==> config.mk <==
export PLATFORM = sky130hd
export DESIGN_NAME = seq_match_logger_flat
export DESIGN_NICKNAME = d
export VERILOG_FILES = /design/src/rtl/seq_match_logger_if.sv /design/src/rtl/seq_match_logger.sv /design/src/flat_wrapper.sv
export SDC_FILE = /design/constraint.sdc
export NUM_CORES = 1
export LEC_CHECK = 0
export ABC_AREA = 1
export BUFFER_PORTS_ARGS = -buffer_cell sky130_fd_sc_hd__buf_4
export CORE_UTILIZATION = 30
export DETAILED_ROUTE_END_ITERATION = 8
export GPL_ROUTABILITY_DRIVEN = 0
export PLACE_DENSITY = 0.54
export SYNTH_ARGS = -nofsm -noshare
export SYNTH_HDL_FRONTEND = slang
export SYNTH_SLANG_ARGS = --single-unit
==> constraint.sdc <==
create_clock -name clk -period 2.9 [get_ports clk]
set_clock_uncertainty 0.1 [all_clocks]
set_input_delay 0.29 -clock clk [delete_from_list [all_inputs] [get_ports clk]]
set_output_delay 0.29 -clock clk [all_outputs]
set_load 0.01 [all_outputs]
==> src/rtl/seq_match_logger_if.sv <==
// Match-event read port: timestamp of the oldest buffered match with valid/ready.
// Latency: none, this is a plain signal bundle.
// Backpressure: the consumer holds out_ready low to stall; the producer keeps out_ts stable.
interface seq_match_logger_if #(
    parameter int TS_W = 16
);
    logic            out_valid;
    logic            out_ready;
    logic [TS_W-1:0] out_ts;

    // Logger side: presents entries, observes ready.
    modport master (output out_valid, output out_ts, input out_ready);
    // Consumer side: observes entries, drives ready.
    modport slave  (input out_valid, input out_ts, output out_ready);
endinterface

==> src/rtl/seq_match_logger.sv <==
// Timestamps detector match pulses into a small FIFO, counts matches (saturating), flags drops.
// Latency: a match in cycle N is visible on out_valid/out_ts from cycle N+1; no bypass.
// Backpressure: a full FIFO drops new matches (sticky overflow) unless a pop occurs in the same cycle.
module seq_match_logger #(
    parameter int TS_W  = 16,
    parameter int DEPTH = 4,
    parameter int CNT_W = 16
) (
    input  logic                     clk,
    input  logic                     reset,
    input  logic                     match,
    input  logic                     clear,
    seq_match_logger_if.master       evt,
    output logic [$clog2(DEPTH):0]   fill,
    output logic [CNT_W-1:0]         match_count,
    output logic                     overflow
);
    localparam int AW = $clog2(DEPTH);

    logic [TS_W-1:0] ts;
    logic [AW:0]     wr_ptr;
    logic [AW:0]     rd_ptr;
    logic [TS_W-1:0] mem [DEPTH];

    logic empty;
    logic full;
    logic pop;
    logic push;
    logic drop;

    // Pointers carry one extra wrap bit so full and empty are distinguishable.
    assign empty = (wr_ptr == rd_ptr);
    assign full  = (wr_ptr[AW-1:0] == rd_ptr[AW-1:0]) && (wr_ptr[AW] != rd_ptr[AW]);

    // clear overrides everything in the same cycle: no pop, no store, no count.
    assign pop  = !empty && evt.out_ready && !clear;
    assign push = match && !clear && (!full || pop);
    assign drop = match && !clear && full && !pop;

    // Outputs decode from registers only.
    assign evt.out_valid = !empty;
    assign evt.out_ts    = mem[rd_ptr[AW-1:0]];
    assign fill          = wr_ptr - rd_ptr;

    // Free-running timestamp; the pre-increment value is what a push stores.
    always_ff @(posedge clk or negedge reset) begin
        if (!reset) begin
            ts <= '0;
        end else if (clear) begin
            ts <= '0;
        end else begin
            ts <= ts + TS_W'(1);
        end
    end

    // FIFO pointer update; a flush simply re-aligns both pointers.
    always_ff @(posedge clk or negedge reset) begin
        if (!reset) begin
            wr_ptr <= '0;
            rd_ptr <= '0;
        end else if (clear) begin
            wr_ptr <= '0;
            rd_ptr <= '0;
        end else begin
            if (push) wr_ptr <= wr_ptr + (AW+1)'(1);
            if (pop)  rd_ptr <= rd_ptr + (AW+1)'(1);
        end
    end

    // Entry storage needs no reset: contents are only observed while out_valid is high.
    always_ff @(posedge clk) begin
        if (push) mem[wr_ptr[AW-1:0]] <= ts;
    end

    // Match counter counts pushed and dropped matches alike, pinned at all-ones.
    always_ff @(posedge clk or negedge reset) begin
        if (!reset) begin
            match_count <= '0;
        end else if (clear) begin
            match_count <= '0;
        end else if (match && (match_count != {CNT_W{1'b1}})) begin
            match_count <= match_count + CNT_W'(1);
        end
    end

    // Sticky drop flag, released only by clear or reset.
    always_ff @(posedge clk or negedge reset) begin
        if (!reset) begin
            overflow <= 1'b0;
        end else if (clear) begin
            overflow <= 1'b0;
        end else if (drop) begin
            overflow <= 1'b1;
        end
    end
endmodule

==> src/flat_wrapper.sv <==
// flat-port wrapper written by rule: the top's interface ports become plain ports
module seq_match_logger_flat 
#(
    parameter int TS_W  = 16,
    parameter int DEPTH = 4,
    parameter int CNT_W = 16
)
  (clk, reset, match, clear, fill, match_count, overflow, evt_out_valid, evt_out_ts, evt_out_ready);
  seq_match_logger_if #(.TS_W(TS_W)) evt_i ();
  input  logic clk;
  input  logic reset;
  input  logic match;
  input  logic clear;
  output logic [$clog2(DEPTH):0] fill;
  output logic [CNT_W-1:0] match_count;
  output logic overflow;
  output wire logic [$bits(evt_i.out_valid)-1:0] evt_out_valid;
  output wire logic [$bits(evt_i.out_ts)-1:0] evt_out_ts;
  input wire logic [$bits(evt_i.out_ready)-1:0] evt_out_ready;
  assign evt_out_valid = evt_i.out_valid;
  assign evt_out_ts = evt_i.out_ts;
  assign evt_i.out_ready = evt_out_ready;
  seq_match_logger #(.TS_W(TS_W), .DEPTH(DEPTH), .CNT_W(CNT_W)) u_core (.clk(clk), .reset(reset), .match(match), .clear(clear), .evt(evt_i), .fill(fill), .match_count(match_count), .overflow(overflow));
endmodule
==> flow_summary.json, run 1 <==
{
  "status": "complete, no violations",
  "cap_violations": 0,
  "rows": 45,
  "gr-total-overflow": 0,
  "io_pins": 42,
  "fin_setup_tns_ps": 0,
  "async_flop_share_pct": 37.9,
  "drc_errors": 0,
  "crit_path_start_kind": "flop",
  "crit_fanout": 34,
  "die_w_um": 126,
  "synth_cells": 461,
  "crit_path_end_kind": "output pin",
  "p_per_area_nw_per_um2": 617,
  "cts-root-buf": "clkbuf_16",
  "syn-cell-area_sq_um": 4620,
  "area_growth_pct": 18.5,
  "antenna_found_initial": 0,
  "setup_viol": 0,
  "cts_resized": 0,
  "drt_iter0_drc": 205,
  "synth-seq-cells": 103,
  "syn_nets": 476,
  "wl_per_cell_um": 14.1,
  "ir_drop_mv": 0.313,
  "cts_buffer_depth": 2,
  "drt_pass1_iterations": 4,
  "yosysWarnings": 0,
  "syn_avg_cell_area_sq_um": 10.0,
  "final_util_pct": 36.2,
  "cts_sinks": 103,
  "layout-drive-gt1-share_pct": 14.6,
  "worstSetupPathType": "reg2out",
  "dpl.hpwl_um": 6520,
  "grt_pass1_vias": 3308,
  "htree_levels": 3,
  "port_buffers": 41,
  "die_h_um": 126,
  "reg2reg_slack_ps": 770,
  "slew_headroom_pct": 62.0,
  "power.leakage_nw": 2.23,
  "max_freq_mhz": 443,
  "synth-edff-count": 64,
  "antenna_left": 0,
  "start_util_pct": 30.5,
  "yosysTopAreaCellShare_pct": 41.6,
  "hold_viol": 0,
  "cts_tree": "done",
  "netlist_top_cells_count": "85 x nand2_1, 79 x nor2_1, 64 x edfxtp_1",
  "clk_pin_slew_ps": 70,
  "core_sq_um": 15100,
  "grt_usage_pct": 13.3,
  "worst_ep_required_time_ps": 2510,
  "viasPerCell": 4.75,
  "cts_buffers": 9,
  "dieArea_sq_um": 15900,
  "yosysMostFrequentCell": "nand2_1",
  "vias": 3337,
  "wirelength_um": 9860,
  "grt_first_pass_wirelength_um": 16400,
  "yosysTopAreaCell": "edfxtp_1",
  "rsz0062_at_grt": "no",
  "yosysSeqAreaShare_pct": 62.7,
  "clk_latency_ps": 350,
  "synth.area.top_cells": "edfxtp_1 42%, dfrtp_1 21%, nand2_1 6.9%",
  "hold_path.class": "in2reg",
  "worstPathArrival_ps": 1870,
  "post-route-period-util_pct": 77.8,
  "drv_slew": 0,
  "min_period_ps": 2260,
  "synth_cell_types": 31,
  "antennaDiodeCount": 0,
  "fin_nets": 524,
  "grt_max_degree": 40,
  "ys.flop_type": "edfxtp_1",
  "worst_slew_pin_slew_ps": 569
}
## metal layers
metal / global-route usage [%] / vias up / share of wire (%) / wire length (um)
met5: 0 / - / 0 / 0
met4: 4.04 / 0 / 1.2 / 122
met3: 3.44 / 12 / 4.9 / 480
met2: 22.4 / 64 / 46 / 4580
met1: 16.7 / 1595 / 47 / 4680
li1: - / 1666 / - / -
## path summary, 6_finish.rpt
kind	to	cells after the start	startpoint
max	evt_out_ts[7]	6	u_core.rd_ptr[0]$_DFFE_PN0P_
min	u_core.rd_ptr[2]$_DFFE_PN0P_	3	evt_out_ready
max reg2reg	u_core.mem[3][10]$_DFFE_PP_	8	u_core.wr_ptr[0]$_DFFE_PN0P_
min reg2reg	u_core.overflow$_DFFE_PN0P_	2	u_core.overflow$_DFFE_PN0P_
max in group asynchronous	u_core.ts[6]$_DFF_PN0_	2	reset
min in group asynchronous	u_core.match_count[15]$_DFFE_PN0P_	2	reset
## stage by stage
stage	total power [mW]	hold slack [ps]	std cells	area, sq um	worst slack (ps)
final	3.38	151	702	5480	645
after CTS	3.43	146	702	5480	600
after global placement	2.20	203	685	5170	861
after detailed placement	2.21	205	685	5170	773
after floorplan	1.95	-106	461	4620	190
after global routing	3.54	165	702	5480	478
## placed cells by master (no fill, tap or decap), types with 2 or more instances in the layout
| master | synthesis | layout |
|---|---|---|
| nand2_2 | 2 | 2 |
| nor2_4 | 2 | 2 |
| clkbuf_1 | 8 | 2 |
| buf_4 | 0 | 50 |
| o21ai_0 | 45 | 45 |
| nor2_1 | 79 | 79 |
| nor2_2 | 3 | 3 |
| xor2_1 | 7 | 7 |
| inv_1 | 37 | 37 |
| nand4_1 | 15 | 15 |
| edfxtp_1 | 64 | 64 |
| clkbuf_16 | 0 | 9 |
| nand2_1 | 85 | 85 |
| o21bai_1 | 3 | 3 |
| ha_1 | 9 | 9 |
| nor3_1 | 3 | 3 |
| nand3_1 | 20 | 20 |
| a21oi_1 | 8 | 8 |
| dfrtp_1 | 39 | 39 |
| o22ai_1 | 16 | 16 |
## sequential cells by signal, summed over array words and instances, names as in the netlist
name	cells
u_core.ts	16
u_core.overflow	1
u_core.mem	64
u_core.wr_ptr	3
u_core.rd_ptr	3
u_core.match_count	16
## area by class of cell
| type | instances | area [sq um] |
|---|---|---|
| Fill cell | 1472 | 9670 |
| Inverter | 39 | 146 |
| Clock inverter | 5 | 66.3 |
| Multi-Input combinational cell | 305 | 1520 |
| Sequential cell | 103 | 2900 |
| Tap cell | 188 | 235 |
| Timing Repair Buffer | 51 | 385 |
| Clock buffer | 11 | 233 |
## worst max-delay path, cell delays in order (launching register included)
cell	delay, ps
dfrtp_1	390
buf_4	240
inv_1	80
buf_4	320
o21ai_0	140
o22ai_1	160
buf_4	150
## power breakdown
part	switching (mW)	internal, mW
Combinational	0.326	0.217
Sequential	0.0246	1.60
Clock	0.536	0.681
Total	0.887	2.50
## repair_timing
action | 4_1_cts | 5_1_grt
hold buffers | 1 | 0
setup buffers | 0 | 0
hold endpoints to repair | 39 | 0
## cell families after synthesis
logic type	synth area share [%]
xor gates and xnor gates	1.52
adders and majority gates	2.87
and+or+nand+nor	19.6
buffers and inverters	4.55
DFF	62.7
AOI/OAI and AO/OA	8.85
Note: power is estimated with default switching activity, not from simulation.
==> run 2, diff against run 1 <==
- clock period: 2.9 -> 2.25 ns (I/O delays scaled with it)
==> flow_summary.json, run 2 (same netlist as run 1, synthesis figures left out) <==
{
  "status": "complete, no violations",
  "die_h_um": 126,
  "rows": 45,
  "cp.buffers_inverters": 4,
  "layout_common_cells": "84 x nand2_1, 75 x nor2_1, 64 x edfxtp_1, 47 x buf_4, 45 x o21ai_0",
  "antenna_left": 0,
  "hold_path.class": "in2reg",
  "cp_top_family": "buffers and inverters",
  "min-delay-start": "evt_out_ready",
  "max_freq_mhz": 482,
  "p_per_area_nw_per_um2": 769,
  "post-route-period-util_pct": 92.2,
  "ir_drop_mv": 0.361,
  "htree_levels": 3,
  "numPlacedInstances": 688,
  "antennaDiodeCount": 0,
  "cts_sinks": 103,
  "start_util_pct": 30.5,
  "largest_reg_flops": 64,
  "viasPerCell": 4.67,
  "power_mw": 4.29,
  "reg2reg_slack_ps": 210,
  "fin_setup_tns_ps": 0,
  "dieArea_sq_um": 15900,
  "pre_cts_ws_ps": 189,
  "power.leakage_nw": 2.24,
  "grt_first_pass_wirelength_um": 16300,
  "worst_slew_pin_slew_ps": 519,
  "worstSetupPathType": "reg2out",
  "hold_depth": 3,
  "critPathMaxStageDelay_ps": 360,
  "path_cells": "buf_6 -> inv_1 -> buf_8 -> o21ai_0 -> o22ai_1 -> buf_4",
  "area_growth_pct": 20.6,
  "reg2reg_depth": 8,
  "drt_iter0_drc": 201,
  "grt_pass1_vias": 3183,
  "crit_path_start_kind": "flop",
  "cts_tree": "done",
  "gr-total-overflow": 0,
  "setup_ws_ps": 176,
  "crit_path_end_kind": "output pin",
  "wirelength_um": 9820,
  "drt_pass1_iterations": 4,
  "hold_viol": 0,
  "final_common_cell": "nand2_1",
  "cpMaxStageDelayCell": "dfrtp_1",
  "antenna_found_initial": 0,
  "crit_fanout": 34,
  "min_period_ps": 2070,
  "drc_errors": 0,
  "grt_usage_pct": 13.1,
  "hold_end": "u_core.rd_ptr[2]$_DFFE_PN0P_",
  "worst_ep_required_time_ps": 1920,
  "clk_pin_slew_ps": 70,
  "layout.cells.non_filler": 705,
  "clk_latency_ps": 340,
  "cts-root-buf": "clkbuf_16",
  "worstPathArrival_ps": 1750,
  "r2r-end": "u_core.mem[2][0]$_DFFE_PP_",
  "cts_buffer_depth": 2,
  "io_pins": 42,
  "dpl.hpwl_um": 6600,
  "cap_violations": 0,
  "setup_viol": 0,
  "slew_headroom_pct": 65.4,
  "rsz0062_at_grt": "no",
  "core_sq_um": 15100,
  "layout-drive-gt1-share_pct": 16.4,
  "vias": 3294,
  "wl_per_cell_um": 13.9,
  "grt_max_degree": 40,
  "fin_nets": 527,
  "rr_startpoint": "u_core.wr_ptr[0]$_DFFE_PN0P_",
  "port_buffers": 41,
  "die_w_um": 126,
  "cts_buffers": 9,
  "drv_slew": 0
}
[run 2: cell types whose count changed in the layout (fill, tap and decap cells not counted), sizes merged]
cell | before | now
inv | 40 | 41
bufinv | 1 | 0
clkinv | 2 | 1
clkinvlp | 1 | 3
buf | 50 | 53
clkbuf | 11 | 10
[run 2: area by class of cell]
cell class,count,area (sq um)
Clock buffer,10,229
Clock inverter,6,51.3
Fill cell,1491,9570
Inverter,39,146
Multi-Input combinational cell,305,1550
Sequential cell,103,2900
Tap cell,188,235
Timing Repair Buffer,54,469
[run 2: worst max path at each step]
| stage | start | endpoint | slack, ps | depth (start not counted) |
|---|---|---|---|---|
| detailed placement | u_core.wr_ptr[0]$_DFFE_PN0P_ | u_core.mem[2][1]$_DFFE_PP_ | 190 | 8 |
| CTS | u_core.rd_ptr[0]$_DFFE_PN0P_ | evt_out_ts[15] | 20 | 6 |
| global placement | u_core.wr_ptr[0]$_DFFE_PN0P_ | u_core.mem[0][3]$_DFFE_PP_ | 260 | 8 |
| floorplan | u_core.rd_ptr[1]$_DFFE_PN0P_ | u_core.mem[0][0]$_DFFE_PP_ | 30 | 8 |
| global route | u_core.wr_ptr[0]$_DFFE_PN0P_ | u_core.mem[2][0]$_DFFE_PP_ | 50 | 8 |
| finish | u_core.rd_ptr[0]$_DFFE_PN0P_ | evt_out_ts[11] | 180 | 6 |
[run 2: worst min-delay path, delay by kind of cell]
| kind | cells | cell delay [ps] |
|---|---|---|
| buffers and inverters | 1 | 120 |
| and+or+nand+nor | 1 | 80 |
| AOI/OAI and AO/OA | 1 | 70 |
[run 2: routing by layer]
| metal | share of wire (%) | track usage (%) | up-vias |
|---|---|---|---|
| met2 | 46 | 21.3 | 61 |
| li1 | - | - | 1674 |
| met5 | 0 | 0 | - |
| met4 | 0.97 | 3.69 | 0 |
| met1 | 49 | 17.4 | 1549 |
| met3 | 4.4 | 3.23 | 10 |
[run 2: power breakdown]
part           switching (mW)  leakage (nW)  internal (mW)
Sequential             0.0309          1.12           2.06
Clock                   0.700         0.128          0.766
Combinational           0.429         0.993          0.302
Total                    1.16          2.24           3.13
[run 2: through the flow]
step                instance area (sq um)  utilization, %  hold slack [ps]
floorplan                            4660               -             -171
global placement                     5280            34.8              141
detailed placement                   5280            34.8              149
CTS                                  5570            36.8             80.4
global route                         5580            36.8              116
finish                               5580            36.8             95.8
[run 2: what timing repair did]
action                                 CTS  global route
setup buffers                            0             0
hold buffers                             1             0
setup endpoints to repair                0            16
resized for setup                        0             3
endpoints found under the hold margin   39             0
